File: src/rtl/hazard_unit_mc.sv
// Hazard unit for the 5-stage RISC-V pipeline: forwarding, load-use, branch flush,
// multi-cycle MUL/DIV tracking and memory wait states. Optional HAZARD_PERF_CNT_EN adds perf counters.
module hazard_unit_mc #(
    parameter int REG_AW     = 5,
    parameter int MD_LATENCY = 4,
    parameter int CNT_W      = 4
) (
    input  logic              clk,
    input  logic              rst_n,
    input  logic [REG_AW-1:0] Rs1D,
    input  logic [REG_AW-1:0] Rs2D,
    input  logic [REG_AW-1:0] Rs1E,
    input  logic [REG_AW-1:0] Rs2E,
    input  logic [REG_AW-1:0] RdE,
    input  logic [REG_AW-1:0] RdM,
    input  logic [REG_AW-1:0] RdW,
    input  logic              PCSrcE,
    input  logic              ResultSrcE0,
    input  logic              MdOpE,
    input  logic              RegWriteM,
    input  logic              RegWriteW,
    input  logic              MemReadyM,
    output logic [1:0]        ForwardAE,
    output logic [1:0]        ForwardBE,
    output logic              StallF,
    output logic              StallD,
    output logic              StallE,
    output logic              StallM,
    output logic              FlushD,
    output logic              FlushE,
    output logic              FlushM,
    output logic              FlushW,
`ifdef HAZARD_PERF_CNT_EN
    output logic              MdBusy,
    output logic [31:0]       StallCycles,
    output logic [31:0]       FlushCount
`else
    output logic              MdBusy
`endif
);

    typedef enum logic {IDLE, BUSY} md_state_t;

    md_state_t        state, state_n;
    logic [CNT_W-1:0] cnt, cnt_n;
    logic             mem_stall, md_stall, lw_stall, branch, lw_eff;

    function automatic logic [1:0] fwd_sel(
        input logic [REG_AW-1:0] rs,
        input logic [REG_AW-1:0] rdm,
        input logic [REG_AW-1:0] rdw,
        input logic              wm,
        input logic              ww
    );
        if (rs == '0)             return 2'b00;
        else if (wm && rs == rdm) return 2'b10;
        else if (ww && rs == rdw) return 2'b01;
        else                      return 2'b00;
    endfunction

    assign mem_stall = !MemReadyM;
    assign md_stall  = (state == IDLE && MdOpE) || (state == BUSY && cnt != '0);
    assign lw_stall  = ResultSrcE0 && (RdE != '0) && (Rs1D == RdE || Rs2D == RdE);
    assign branch    = PCSrcE && !mem_stall && !md_stall;
    // A load-use stall is pointless while E is held or the D instruction is being flushed.
    assign lw_eff    = lw_stall && !mem_stall && !md_stall && !branch;

    always_ff @(posedge clk) begin
        if (!rst_n) begin
            state <= IDLE;
            cnt   <= '0;
        end else begin
            state <= state_n;
            cnt   <= cnt_n;
        end
    end

    always_comb begin
        state_n = state;
        cnt_n   = cnt;
        case (state)
            IDLE: if (MdOpE && !mem_stall) begin
                state_n = BUSY;
                cnt_n   = CNT_W'(MD_LATENCY - 2);
            end
            BUSY: if (!mem_stall) begin
                if (cnt == '0) state_n = IDLE;
                else           cnt_n   = cnt - 1'b1;
            end
            default: state_n = IDLE;
        endcase
    end

    always_comb begin
        ForwardAE = 2'b00;
        ForwardBE = 2'b00;
        StallF    = 1'b0;
        StallD    = 1'b0;
        StallE    = 1'b0;
        StallM    = 1'b0;
        FlushD    = 1'b1;
        FlushE    = 1'b1;
        FlushM    = 1'b1;
        FlushW    = 1'b1;
        MdBusy    = 1'b0;
        if (rst_n) begin
            ForwardAE = fwd_sel(Rs1E, RdM, RdW, RegWriteM, RegWriteW);
            ForwardBE = fwd_sel(Rs2E, RdM, RdW, RegWriteM, RegWriteW);
            StallF    = mem_stall || md_stall || lw_eff;
            StallD    = mem_stall || md_stall || lw_eff;
            StallE    = mem_stall || md_stall;
            StallM    = mem_stall;
            FlushD    = branch;
            FlushE    = branch || lw_eff;
            FlushM    = !mem_stall && md_stall;
            FlushW    = mem_stall;
            MdBusy    = (state == BUSY);
        end
    end

`ifdef HAZARD_PERF_CNT_EN
    always_ff @(posedge clk) begin
        if (!rst_n) begin
            StallCycles <= '0;
            FlushCount  <= '0;
        end else begin
            if (StallF && StallCycles != '1) StallCycles <= StallCycles + 32'd1;
            if (FlushD && FlushCount  != '1) FlushCount  <= FlushCount + 32'd1;
        end
    end
`endif

endmodule

File: config.mk
export PLATFORM = sky130hd
export DESIGN_NAME = hazard_unit_mc
export DESIGN_NICKNAME = d
export VERILOG_FILES = /design/src/rtl/hazard_unit_mc.sv
export SDC_FILE = /design/constraint.sdc
export NUM_CORES = 1
export LEC_CHECK = 0
export ABC_AREA = 0
export BUFFER_PORTS_ARGS = -buffer_cell sky130_fd_sc_hd__buf_2
export CAP_MARGIN = 20
export CORE_ASPECT_RATIO = 1.4
export CORE_MARGIN = 4
export CORE_UTILIZATION = 36
export CTS_CLUSTER_DIAMETER = 120
export DETAILED_ROUTE_END_ITERATION = 8
export GPL_TIMING_DRIVEN = 0
export PLACE_DENSITY = 0.76
export SYNTH_ARGS = -nofsm -noshare
export SYNTH_HDL_FRONTEND = slang
export SYNTH_SLANG_ARGS = --single-unit
File: constraint.sdc
create_clock -name clk -period 1.3 [get_ports clk]
set_input_delay 0.065 -clock clk [delete_from_list [all_inputs] [get_ports clk]]
set_output_delay 0.065 -clock clk [all_outputs]
set_load 0.005 [all_outputs]
### Yosys cells after proc, flatten, opt, wreduce, memory -nomap -nowiden

Cells that the tools add are included.

| storage, ports and cells | value |
|---|---|
| register bits after elaboration | 5 |
| latch bits | 0 |
| memory bits (writable) | 0 |
| ROM bits | 0 |
| input port bits | 43 |
| output and inout port bits | 13 |
| logic and storage cells | 66 |
| memories kept | 0 |

| cells by class | value |
|---|---|
| add/sub/neg operators | 1 |
| multiply operators | 0 |
| divide/modulo/power cells | 0 |
| order comparisons | 0 |
| equality and inequality tests | 9 |
| shift operators | 0 |
| muxes and demuxes | 24 |
| bitwise operators | 1 |
| reductions and logical operators | 29 |

Operator list:

| cell | count |
|---|---|
| $eq 5x5->1 | 6 |
| $logic_and 1x1->1 | 15 |
| $mux 1 | 13 |
| $mux 2 | 6 |
| $mux 4 | 3 |
| $logic_not 5->1 | 2 |
| $pmux 4 s2 | 1 |
| $logic_or 1x1->1 | 5 |
| $reduce_bool 5->1 | 1 |
| $logic_not 4->1 | 1 |
| $ne 2x2->1 const B | 2 |
| $reduce_bool 4->1 | 1 |
| $sub 4x1->4 const B | 1 |
| $logic_not 1->1 | 3 |
| $reduce_and 3->1 | 1 |
| $ne 2x1->1 const B | 1 |
| $pmux 1 s2 | 1 |
| $not 1->1 | 1 |

### Longest topological paths before layout

| logic depth | value |
|---|---|
| depth in word-level cells | 9 |
| mapped depth | 7 |

### Least setup slack after synthesis

OpenSTA, ideal clock, no wires.

| timing | value |
|---|---|
| path type | register -> output |
| start | register cnt[0] |
| end | output StallF |
| arrival time | 1358 ps |
| setup slack | -123 ps |
| cell stages (with the launch flop) | 8 |
| buffers on the path | 1 |
| cells stage by stage | dfxtp_1 > inv_1 > ha_1 > and4bb_1 > o21ai_1 > nand2_1 > o41ai_1 > buf_4 |

| between the ends | value |
|---|---|
| cells in the longest elaborated chain, start to end | 9 |

RTL lines:

| element | line | RTL |
|---|---|---|
| from (decl) | 45 | `logic [CNT_W-1:0] cnt, cnt_n;` |
| from (signal assigned) | 74 | `cnt <= cnt_n;` |
| $reduce_bool 4->1 (*) | 62 | `assign md_stall = (state == IDLE && MdOpE) \|\| (state == BUSY && cnt != '0);` |
| $logic_and 1x1->1 (*) | 62 |  |
| $logic_or 1x1->1 (*) | 62 |  |
| $logic_not 1->1 | 64, 66 |  |
| $logic_and 1x1->1 | 64 | `assign branch = PCSrcE && !mem_stall && !md_stall;` |
| $logic_not 1->1 | 66 | `assign lw_eff = lw_stall && !mem_stall && !md_stall && !branch;` |
| $logic_and 1x1->1 | 66 |  |
| $logic_or 1x1->1 (*) | -- |  |
| $mux 1 (*) | -- |  |
| to (decl) | 25 | `output logic StallF,` |

Every way passes the cells marked *; elsewhere a longest branch is shown, timed or not.

### Worst setup path after layout

| timing | value |
|---|---|
| start | register cnt[1] |
| end | output StallF |

| between the ends | value |
|---|---|
| cells in the longest elaborated chain, start to end | 9 |

RTL lines:

| element | line | RTL |
|---|---|---|
| $reduce_bool 4->1 (*) | 62 |  |
| $logic_and 1x1->1 (*) | 62 |  |
| $logic_or 1x1->1 (*) | 62 |  |
| $logic_not 1->1 | 64, 66 |  |
| $logic_and 1x1->1 | 64 |  |
| $logic_not 1->1 | 66 |  |
| $logic_and 1x1->1 | 66 |  |
| $logic_or 1x1->1 (*) | 109 | `StallF = mem_stall \|\| md_stall \|\| lw_eff;` |
| $mux 1 (*) | 106 | `if (rst_n) begin` |

Marked as above.

==> results.json <==
{
  "dr.pass1.iters": 4,
  "cp_data_arrival_time_ns": 1.60,
  "cap_viol_max_count": 0,
  "hold_buffers": 0,
  "power_density_nw_per_um2": 608,
  "post_dp_cell_area_um2": 1060,
  "final_common_cell": "buf_2",
  "grt_max_degree": 11,
  "synth-edff-count": 0,
  "final_cell_mix": "55 x buf_2, 18 x xor2_1, 12 x xnor2_1",
  "die_height_um": 61.8,
  "drive_gt1_share_pct": 55.7,
  "seq_area_frac_synth_pct": 13.5,
  "cp-end-kind": "primary output",
  "swShare_pct": 36.4,
  "cp.required_ns": 1.24,
  "gr-total-overflow": 0,
  "pre_cts_ws_ns": -0.211,
  "multi_input_area_um2": 689,
  "synth-seq-cells": 5,
  "max_slew_margin_pct": 74.3,
  "syn-mean-instance-area_um2": 7.58,
  "ctsHtreeMaxLevel": 1,
  "grt_setup_unrepaired": "yes",
  "violations": "negative setup slack",
  "timing.final.ws_setup_ns": -0.364,
  "min_period_over_period_pct": 128,
  "final_util_pct": 62.8,
  "start_util_pct": 37.7,
  "synthFlopType": "dfxtp_1",
  "syn_nets": 143,
  "track_usage_pct": 17.3,
  "setup_tns_ns": -3.04,
  "clockRootBuffer": "clkbuf_4",
  "power.switching_mw": 0.274,
  "insertion_delay_ns": 0.26,
  "grt_pass1_vias": 882,
  "ir_drop_mv": 0.348,
  "clk_pin_slew_ns": 0.05,
  "ant_nets": 0,
  "antennaDiodeCount": 0,
  "maxSlewViolCount": 0,
  "die-area_um2": 2870,
  "die_w_um": 46.4,
  "intPower_mw": 0.480,
  "num_vias": 974,
  "cts_buffer_depth": 2,
  "fin_cells": 188,
  "holdWs_ns": 0.142,
  "start_kind": "flop",
  "final_area_um2": 1240,
  "nNetsFinal": 213,
  "drc": 0,
  "hpwlAfterDp_mm": 1.97,
  "cts_made_buffers": 3,
  "fillers": 193,
  "clkSinkCount": 5,
  "yosysWarnings": 0,
  "p_clk_share_pct": 26.3,
  "seqPwrFrac_pct": 22.6,
  "grt_antenna_before_repair": 0,
  "setup_viol": 11,
  "area_growth_pct": 66.8,
  "grt_pass1_wl_mm": 3.59,
  "tightest_slew_ns": 0.386,
  "leakagePower_nw": 0.587,
  "period_needed_ns": 1.66,
  "fmax_mhz": 601,
  "seqCellArea_um2": 103,
  "final_hold_viol_count": 0,
  "io_pins": 56,
  "crit_type": "flop to primary output",
  "dp_cells": 174,
  "cts_tree": "built",
  "vias_per_cell": 5.18,
  "coreArea_um2": 1970,
  "drtIter0Drc": 39,
  "combinationalPowerShare_pct": 51.1,
  "clock_skew_ns": 0.00150,
  "wirelength_mm": 2.51,
  "routedWlPerCell_um": 13.4,
  "status": "finished with violations",
  "synth_cell_types": 34,
  "async_reset_ff_share_pct": 0,
  "hold_path.class": "input pin to flop",
  "worstPathMaxFanout": 3,
  "synth_cells": 98,
  "syn_area_um2": 743,
  "finalPower_mw": 0.754,
  "port_buffers": 55,
  "place_congestion": 0.855,
  "rows": 19
}
[synth_stat cells, types with 2 or more instances]
library cell	n	area share, %
dfxtp_1	5	13
inv_1	5	2.5
o21ai_1	2	1.3
and3_1	2	1.7
nand4_1	2	1.7
nor3b_1	2	2.0
nand3_1	4	2.7
o21ai_0	3	2.0
a21oi_1	3	2.0
xor2_1	18	21
nor4_1	5	4.2
xnor2_1	12	14
nand2_1	4	2.0
nor2_1	9	4.5
ha_1	2	3.4
or4_1	2	2.0
[final timing paths]
check	depth (start not counted)	slack (ns)	startpoint	endpoint
max	8	-0.36	cnt[1]$_SDFFE_PN0P_	StallF
min	3	0.14	MemReadyM	state$_SDFF_PN0_
max reg2reg	8	-0.30	cnt[1]$_SDFFE_PN0P_	cnt[1]$_SDFFE_PN0P_
min reg2reg	2	0.52	cnt[3]$_SDFFE_PN0P_	cnt[3]$_SDFFE_PN0P_
[sequential cells by signal, indices dropped and copies added (netlist names)]
register / flops
cnt: 4
state: 1
[metal layers]
layer  routed length [um]  up-vias  GRT usage [%]
li1                     -      483              -
met1                  875      451           17.4
met2                 1400       36           34.1
met3                  198        4           1.44
met4                   36        0           8.54
met5                    0        -              0
[final cells by class]
| type | instances | area share (%) |
|---|---|---|
| buffer | 2 | 1.01 |
| clock buffer | 4 | 2.12 |
| inverter | 5 | 1.51 |
| multi-input combinational | 86 | 55.6 |
| sequential | 5 | 8.27 |
| tap | 21 | 2.12 |
| timing repair buffer | 65 | 29.4 |
[what timing repair did]
item	CTS	global route
setup endpoints to repair	10	12
buffers inserted	6	4
cloned	0	0
resized for setup	12	10
pin swaps	10	5
[power groups by stage]
stage | clock network [mW] | registers, mW | logic [mW]
floorplan | 0 | 0.172 | 0.162
global placement | 0 | 0.174 | 0.298
detailed placement | 0 | 0.174 | 0.309
CTS | 0.201 | 0.170 | 0.352
global route | 0.215 | 0.171 | 0.423
finish | 0.198 | 0.170 | 0.385
[worst max-delay path, stage by stage (launching register included)]
cell and delay, ns:
dfxtp_2 0.33, inv_2 0.04, ha_2 0.16, and4bb_2 0.24, o21ai_4 0.15, nand2_2 0.10, o41ai_4 0.07, buf_4 0.17
buf_6 0.08
[kinds of logic after synthesis]
logic type	after synthesis	synth area share (%)
flip-flops	5	13.5
AND/OR/NAND/NOR	40	31.5
buffers and inverters	7	4.21
AO/OA/AOI/OAI	14	12.1
adder cells (fa/ha/maj)	2	3.37
XOR/XNOR	30	35.4
Power figures use the tool's default switching activity.
